$ cat src/rtl/alu_pkg.sv
// Shared opcode, enable and width definitions for the ALU logic-slice controller.
`timescale 1ns/1ps
package alu_pkg;

  localparam int OP_W = 3;

  typedef enum logic [OP_W-1:0] {
    OP_XOR = 3'd0,
    OP_OR  = 3'd1,
    OP_AND = 3'd2,
    OP_NOT = 3'd3
  } alu_op_e;

  typedef struct packed {
    logic en_not;
    logic en_and;
    logic en_or;
    logic en_xor;
  } alu_en_t;

endpackage

$ cat src/rtl/alu_op_decode.sv
// Pure combinational opcode-to-enable decode; opcodes outside 0-3 flag illegal with no enable.
`timescale 1ns/1ps
module alu_op_decode
  import alu_pkg::*;
(
  input  logic [OP_W-1:0] op,
  output alu_en_t         en,
  output logic            illegal
);

  always_comb begin
    en      = '0;
    illegal = 1'b0;
    case (op)
      OP_XOR:  en.en_xor = 1'b1;
      OP_OR:   en.en_or  = 1'b1;
      OP_AND:  en.en_and = 1'b1;
      OP_NOT:  en.en_not = 1'b1;
      default: illegal   = 1'b1;
    endcase
  end

endmodule

$ cat src/rtl/alu_logic_ctrl.sv
// Decode-at-accept FIFO between the issue stage and the logic slice.
// Optional macro ALU_LOGIC_CTRL_ERRCNT_EN adds a saturating err_count of accepted illegal opcodes.
`timescale 1ns/1ps
module alu_logic_ctrl
  import alu_pkg::*;
#(
  parameter int N     = 8,
  parameter int DEPTH = 2
) (
  input  logic            clk,
  input  logic            rst,
  input  logic            in_valid,
  output logic            in_ready,
  input  logic [OP_W-1:0] in_op,
  input  logic [N-1:0]    in_a,
  input  logic [N-1:0]    in_b,
  output logic            out_valid,
  input  logic            out_ready,
  output logic [N-1:0]    out_a,
  output logic [N-1:0]    out_b,
  output logic            enable_xor,
  output logic            enable_or,
  output logic            enable_and,
  output logic            enable_not,
  output logic            out_illegal
`ifdef ALU_LOGIC_CTRL_ERRCNT_EN
  ,
  output logic [7:0]      err_count
`endif
);

  localparam int PTR_W = $clog2(DEPTH);
  localparam int CNT_W = $clog2(DEPTH) + 1;

  typedef struct packed {
    alu_en_t     en;
    logic        illegal;
    logic [N-1:0] a;
    logic [N-1:0] b;
  } entry_t;

  entry_t             mem [DEPTH];
  entry_t             wr_entry;
  entry_t             rd_entry;
  logic [PTR_W-1:0]   wr_ptr_reg;
  logic [PTR_W-1:0]   rd_ptr_reg;
  logic [CNT_W-1:0]   count_reg;
  alu_en_t            dec_en;
  logic               dec_illegal;
  logic               push;
  logic               pop;

  function automatic logic [PTR_W-1:0] ptr_inc(input logic [PTR_W-1:0] p);
    return (p == PTR_W'(DEPTH - 1)) ? '0 : p + 1'b1;
  endfunction

  alu_op_decode u_decode (
    .op      (in_op),
    .en      (dec_en),
    .illegal (dec_illegal)
  );

  // Handshake flags depend only on registered count, never on out_ready.
  assign in_ready  = (count_reg != CNT_W'(DEPTH));
  assign out_valid = (count_reg != '0);
  assign push      = in_valid && in_ready;
  assign pop       = out_valid && out_ready;

  assign wr_entry = '{en: dec_en, illegal: dec_illegal, a: in_a, b: in_b};

  // Storage carries no reset; stale entries are hidden by count and the output gating.
  generate
    for (genvar gi = 0; gi < DEPTH; gi++) begin : g_entry
      always_ff @(posedge clk) begin
        if (push && wr_ptr_reg == PTR_W'(gi)) begin
          mem[gi] <= wr_entry;
        end
      end
    end
  endgenerate

  always_ff @(posedge clk or posedge rst) begin
    if (rst) begin
      wr_ptr_reg <= '0;
      rd_ptr_reg <= '0;
      count_reg  <= '0;
    end else begin
      if (push) wr_ptr_reg <= ptr_inc(wr_ptr_reg);
      if (pop)  rd_ptr_reg <= ptr_inc(rd_ptr_reg);
      case ({push, pop})
        2'b10:   count_reg <= count_reg + 1'b1;
        2'b01:   count_reg <= count_reg - 1'b1;
        default: count_reg <= count_reg;
      endcase
    end
  end

  assign rd_entry = mem[rd_ptr_reg];

  always_comb begin
    out_a       = '0;
    out_b       = '0;
    enable_xor  = 1'b0;
    enable_or   = 1'b0;
    enable_and  = 1'b0;
    enable_not  = 1'b0;
    out_illegal = 1'b0;
    if (out_valid) begin
      out_a       = rd_entry.a;
      out_b       = rd_entry.b;
      enable_xor  = rd_entry.en.en_xor;
      enable_or   = rd_entry.en.en_or;
      enable_and  = rd_entry.en.en_and;
      enable_not  = rd_entry.en.en_not;
      out_illegal = rd_entry.illegal;
    end
  end

`ifdef ALU_LOGIC_CTRL_ERRCNT_EN
  logic [7:0] err_count_reg;

  always_ff @(posedge clk or posedge rst) begin
    if (rst) begin
      err_count_reg <= '0;
    end else if (push && dec_illegal && err_count_reg != 8'hFF) begin
      err_count_reg <= err_count_reg + 8'd1;
    end
  end

  assign err_count = err_count_reg;
`endif

endmodule

$ cat config.mk
export PLATFORM = sky130hd
export DESIGN_NAME = alu_logic_ctrl
export DESIGN_NICKNAME = d
export VERILOG_FILES = /design/src/rtl/alu_pkg.sv /design/src/rtl/alu_op_decode.sv /design/src/rtl/alu_logic_ctrl.sv
export SDC_FILE = /design/constraint.sdc
export NUM_CORES = 1
export LEC_CHECK = 0
export ABC_AREA = 1
export BUFFER_PORTS_ARGS = -buffer_cell sky130_fd_sc_hd__buf_2
export CAP_MARGIN = 20
export CORE_MARGIN = 2
export CORE_UTILIZATION = 47
export DETAILED_ROUTE_END_ITERATION = 16
export GPL_ROUTABILITY_DRIVEN = 0
export HOLD_SLACK_MARGIN = 0.05
export PLACE_DENSITY = 0.74
export SYNTH_ARGS = -nofsm -noshare
export SYNTH_HDL_FRONTEND = slang
export SYNTH_HIERARCHICAL = 1
export SYNTH_SLANG_ARGS = --single-unit
$ cat constraint.sdc
create_clock -name clk -period 1.9 [get_ports clk]
set_input_delay 0.19 -clock clk [delete_from_list [all_inputs] [get_ports clk]]
set_output_delay 0.19 -clock clk [all_outputs]
set_load 0.03 [all_outputs]
## Word-level counts from Yosys, hierarchy flattened

Memory sizes are Yosys's and may differ from the RTL's.
Index checks and enable logic that the tools add are counted.

| storage, ports and cells | value |
|---|---|
| flip-flop bits (word level) | 4 |
| word-level logic and storage cells | 46 |
| latch bits | 0 |
| bits of input ports | 23 |
| output and inout port bits | 23 |
| memory bits (read-only) | 0 |
| RAM bits | 42 |
| memories kept | 1 |

| operators by class | value |
|---|---|
| add/subtract/negate cells | 4 |
| bitwise operators | 1 |
| magnitude comparators | 0 |
| multipliers | 0 |
| divide/modulo/power cells | 0 |
| reduce and logical (&&, ||, !) cells | 9 |
| equality and inequality tests | 6 |
| mux-type cells | 22 |
| shift-type cells | 0 |

Memories:

| name | words | width | rd ports | clocked after Yosys merged registers in | write ports | line | text |
|---|---|---|---|---|---|---|---|
| mem | 2 | 21 | 1 | 0 | 1 | alu_logic_ctrl.sv:42 | `entry_t mem [DEPTH];` |

Operators by type and width:

| kind | number |
|---|---|
| two-way mux 21 bit | 1 |
| OR reduction 21 bit | 1 |
| two-way mux 1 bit | 18 |
| two-way mux 8 bit | 2 |
| == test 3 x 2 -> 1 bit (second input constant) | 2 |
| logical AND 1 bit | 4 |
| one-hot mux 2 bit (2 select lines) | 1 |
| nonzero test 2 bit | 2 |
| OR reduction 4 bit | 1 |
| == test 3 x 1 -> 1 bit (second input constant) | 1 |
| zero test 3 bit | 1 |
| adder 1 bit (second input constant) | 2 |
| adder 2 x 1 -> 2 bit (second input constant) | 1 |
| == test 2 x 1 -> 1 bit (second input constant) | 1 |
| == test 2 bit (second input constant) | 1 |
| != test 2 bit (second input constant) | 1 |
| subtractor 2 x 1 -> 2 bit (second input constant) | 1 |
| inverter 1 bit | 1 |

## Logic depth before layout (Yosys ltp)

| logic depth | value |
|---|---|
| depth in word-level cells | 7 |
| mapped depth | 9 |
| mapped depth without buffers | 9 |

## Modules after synthesis

Netlist, hierarchy kept.

Modules (own cells, without submodules):

| module | sequential area each (um2) | area each (um2) | cells an instance | times used |
|---|---|---|---|---|
| alu_logic_ctrl | 1361.3 | 1886.8 | 144 | 1 |
| alu_op_decode | 0.0 | 37.5 | 10 | 1 |

## Worst setup path before layout

Ideal clock, no wire load.

| path | value |
|---|---|
| path type | register to register |
| start | register count_reg[0] |
| end | memory mem[1][0] (netlist bit) (enable) |
| cell stages (with the launch flop) | 5 |
| arrival time | 1648 ps |
| library setup time | 399 ps |
| period minus slack after synthesis | 2046 ps |
| data required time | 1501 ps |
| path slack | -146 ps |
| buffers on the path | 0 |
| cell sequence | dfrtp_1 -> inv_2 -> nand2_2 -> nand2_2 -> nor2_1 |

| on the way | value |
|---|---|
| cells in the longest elaborated chain, start to end | 7 |
| elaborated cells on any way between the ends | 11 |
| those cells by class | eq/ne: 1; mux: 6; reduce/logical: 4 |

RTL lines:

| element | line | text |
|---|---|---|
| start, declared | alu_logic_ctrl.sv:47 | `logic [CNT_W-1:0] count_reg;` |
| start signal, assigned | alu_logic_ctrl.sv:91 | `2'b10: count_reg <= count_reg + 1'b1;` |
| start signal, assigned | alu_logic_ctrl.sv:92 | `2'b01: count_reg <= count_reg - 1'b1;` |
| start signal, assigned | alu_logic_ctrl.sv:93 | `default: count_reg <= count_reg;` |
| != test 2 bit * | alu_logic_ctrl.sv:64 | `assign in_ready = (count_reg != CNT_W'(DEPTH));` |
| named net in_ready | alu_logic_ctrl.sv:13 | `output logic in_ready,` |
| logical AND 1 bit * | alu_logic_ctrl.sv:66 | `assign push = in_valid && in_ready;` |
| logical AND 1 bit | alu_logic_ctrl.sv:75 | `if (push && wr_ptr_reg == PTR_W'(gi)) begin` |
| two-way mux 1 bit | alu_logic_ctrl.sv:75 |  |
| two-way mux 1 bit (not written as such) | alu_logic_ctrl.sv:76 | `mem[gi] <= wr_entry;` |
| OR reduction 21 bit (no line) | n/a |  |
| two-way mux 1 bit (no line) | n/a |  |
| end, declared | alu_logic_ctrl.sv:42 |  |

Mark *: on every way through the listed nets, which the timed path passes. The rest lies on a longest branch.

## Worst setup path in the final report

| path | value |
|---|---|
| start | register rd_ptr_reg |
| end | output port enable_and |

| on the way | value |
|---|---|
| cells in the longest elaborated chain, start to end | 2 |

RTL lines:

| element | line | text |
|---|---|---|
| start, declared | alu_logic_ctrl.sv:46 | `logic [PTR_W-1:0] rd_ptr_reg;` |
| start signal, assigned | alu_logic_ctrl.sv:89 | `if (pop) rd_ptr_reg <= ptr_inc(rd_ptr_reg);` |
| memory (2 x 21 bit) | n/a |  |
| two-way mux 1 bit | alu_logic_ctrl.sv:108 | `if (out_valid) begin` |
| end, declared | alu_logic_ctrl.sv:23 | `output logic enable_and,` |

Every way passes these cells.

==> results by group <==
Outcome
  • Status: completed

Timing
  • Worst Tran Pin Value: 355 ps
  • Max Fclk: 610 MHz
  • Max transition margin: 0.763
  • Period utilization: 0.863
  • Clock skew: 1.66 ps
  • Setup-failing EPs final: 0
  • Hold Vio Cnt, Final: 0
  • Min Tclk post-route: 1640 ps
  • RSZ-0062 raised after global routing: false
  • Setup_tns: 0 ps
  • Max-slew violations: 0

GRT
  • M3 GR Usage: 0.0395
  • Vias in the first global route: 1056
  • Global-route met2 utilization: 0.235
  • Total GRT Usage: 0.147
  • Busiest grt layer: met2
  • Global-route wire length before repair: 4710 um
  • Antenna violations before repair: 0
  • Largest net degree at the start of global routing: 23
  • Grt total ovfl: 0
  • GR Util met1: 0.180

Synth
  • Ranking of synthesized cells by area: edfxtp_1 (66%), nand2_1 (10%), a21oi_2 (8.6%)
  • Adder-cell share of the synthesized area: 0.00650
  • Register area share after synthesis: 0.707
  • Mux contribution to synthesized area: 0
  • Post-synth EDFFs: 42
  • Async set-reset flop share out of synthesis: 0.0870
  • Yosys warning total: 6
  • Post-synth top cells: nand2_1 (52), edfxtp_1 (42), a21oi_2 (19)
  • Synth Area in Simple Gates: 0.135
  • Distinct cells, synth: 20
  • Post-Syn Instances: 154
  • Post-Synth XOR/XNOR Area: 0.00455
  • Cell Area, Synth: 1920 um2
  • Top FF cell, synth: edfxtp_1
  • Area share of the largest cell type after synthesis: 0.655
  • Yosys reg bits: 46
  • Synth Area in Compound Gates: 0.0943
  • Synth area leader: edfxtp_1
  • Syn nets: 178
  • Syn_area_per_cell: about 12 um2
  • Main combinational cell family by area after synthesis: simple AND/OR/NAND/NOR gates
  • Count leader, synth: nand2_1

Route
  • Wire per inst: 12.0 um
  • Final WL: 3060 um
  • Antenna viol nets, final: 0
  • DRT iter0 DRCs: 37
  • Drt via density: 4.76
  • Vias: around 1200
  • Drt first pass iters: 5
  • Residual DRC count: 0

Setup path
  • Crit-path slowest cell: dfrtp_1
  • Worst R2R Path Depth: 5
  • CP cell instances: inv_2 > nand2_1 > a21oi_2 > buf_2
  • Kind of critical path: flip-flop to output port
  • CP Capture Type: output port
  • Arrival time at the worst endpoint: 1450 ps
  • Required time worst endpoint: 1710 ps
  • CP Launch Type: flip-flop
  • CP max FO: 22
  • Critical path's largest stage delay: a little under 400 ps

CTS
  • CTS max path bufs: 2
  • CTS root buffer: clkbuf_8
  • TritonCTS clock tree: built
  • Clock-pin slew on the worst setup and hold paths: 70 ps
  • CTS sink count: 46
  • CTS Buf Count: 5
  • Resized Gates After CTS: 0
  • Clk Latency, worst-skew pair: around 290 ps
  • H-tree levels: 2
  • Post-CTS setup buffers: 0

Pwr
  • Leak: 0.953 nW
  • Power Density: around 1700 nW/um2
  • Max IR drop VDD: 0.000783 V

Layout
  • Synth-to-Final Area Change: 18.9%
  • Max reg flops: 42
  • Sequential Area: 1360 um2
  • # diodes: 0
  • Multi-input gate area: 465 um2
  • # nets final: 229
  • FILL cells: 329
  • Finished Core Util: 0.576
  • Share of cells above drive strength 1: 0.400

Place
  • Final HPWL DP: 2130 um
  • Port Buf Inserts: 45

Die
  • Initial core utilization: 0.485
  • Rows: 23
  • Ports: between 40 and 50
  • Core Region: 3970 um2
  • Die width: 68.0 um
  • Die Area: about 4600 um2
  • Die Y: 68.0 um

Min path
  • Hold Crit Class: primary input to flip-flop
  • Hold path depth: 1

Flow run
  • MaxCap Viol Count: 0
-- critical path, delay by kind of cell, from the launching register on --
kind,cells,cell delay [ps]
buffers and inverters,2,490
DFF,1,390
AOI/OAI and AO/OA,1,150
and+or+nand+nor,1,110
-- final cells by class --
type	instances	share of cell area
clock buffer	7	0.0334
inverter	13	0.0213
multi-input combinational	88	0.204
sequential	46	0.595
tap	50	0.0274
timing repair buffer	51	0.119
-- path summary, 6_finish.rpt --
kind / slack (ps) / endpoint / start
worst max-delay path: 260 / enable_and / rd_ptr_reg$_DFFE_PP0P_
worst min-delay path: 90 / mem[1][2]$_DFFE_PP_ / in_b[2]
worst max register to register: 550 / mem[1][15]$_DFFE_PP_ / count_reg[0]$_DFFE_PP0P_
worst min register to register: 470 / wr_ptr_reg$_DFFE_PP0N_ / wr_ptr_reg$_DFFE_PP0N_
max in group asynchronous: 1430 / rd_ptr_reg$_DFFE_PP0P_ / rst
min in group asynchronous: 320 / count_reg[1]$_DFFE_PP0P_ / rst
-- per-stage QoR --
stage | total power (W) | hold WS, ps | setup slack (ps) | instance area [um2] | instances
floorplan | 0.00300 | -43.9 | 195 | 1930 | 154
global placement | 0.00344 | 84.9 | 578 | 2200 | 247
finish | 0.00394 | 86.7 | 261 | 2290 | 255
CTS | 0.00399 | 77.7 | 228 | 2290 | 255
global route | 0.00420 | 80.8 | 153 | 2290 | 255
detailed placement | 0.00346 | 84.4 | 558 | 2200 | 247
-- routing by layer --
| layer | share of wire | up-vias |
|---|---|---|
| li1 | - | 614 |
| met1 | 0.43 | 555 |
| met4 | 0.021 | 0 |
| met5 | 0 | - |
| met3 | 0.060 | 7 |
| met2 | 0.49 | 37 |
-- timing repair --
action | CTS | global route
hold buffers | 1 | 0
setup endpoints to repair | 0 | 0
hold endpoints to repair | 4 | 0
-- cells by family after synthesis --
| logic type | count (synthesis) |
|---|---|
| adders and majority gates | 1 |
| DFF | 46 |
| buffers and inverters | 20 |
| xor gates and xnor gates | 1 |
| AOI/OAI and AO/OA | 22 |
| and+or+nand+nor | 64 |
-- placed cells by master (no fill, tap or decap), drive strengths merged --
master	count
a21oi	21
buf	50
clkbuf	7
dfrtp	4
dlygate4sd3	1
edfxtp	42
ha	1
inv	13
nand2	54
nand3	2
nand4	1
nor2	7
o21ai	1
xnor2	1
-- power breakdown --
group | switching [W] | leakage, nW | internal, W
registers | 0.0000863 | 0.441 | 0.00139
logic | 0.00139 | 0.474 | 0.000550
clock network | 0.000277 | 0.0383 | 0.000253
Power figures use the tool's default switching activity.
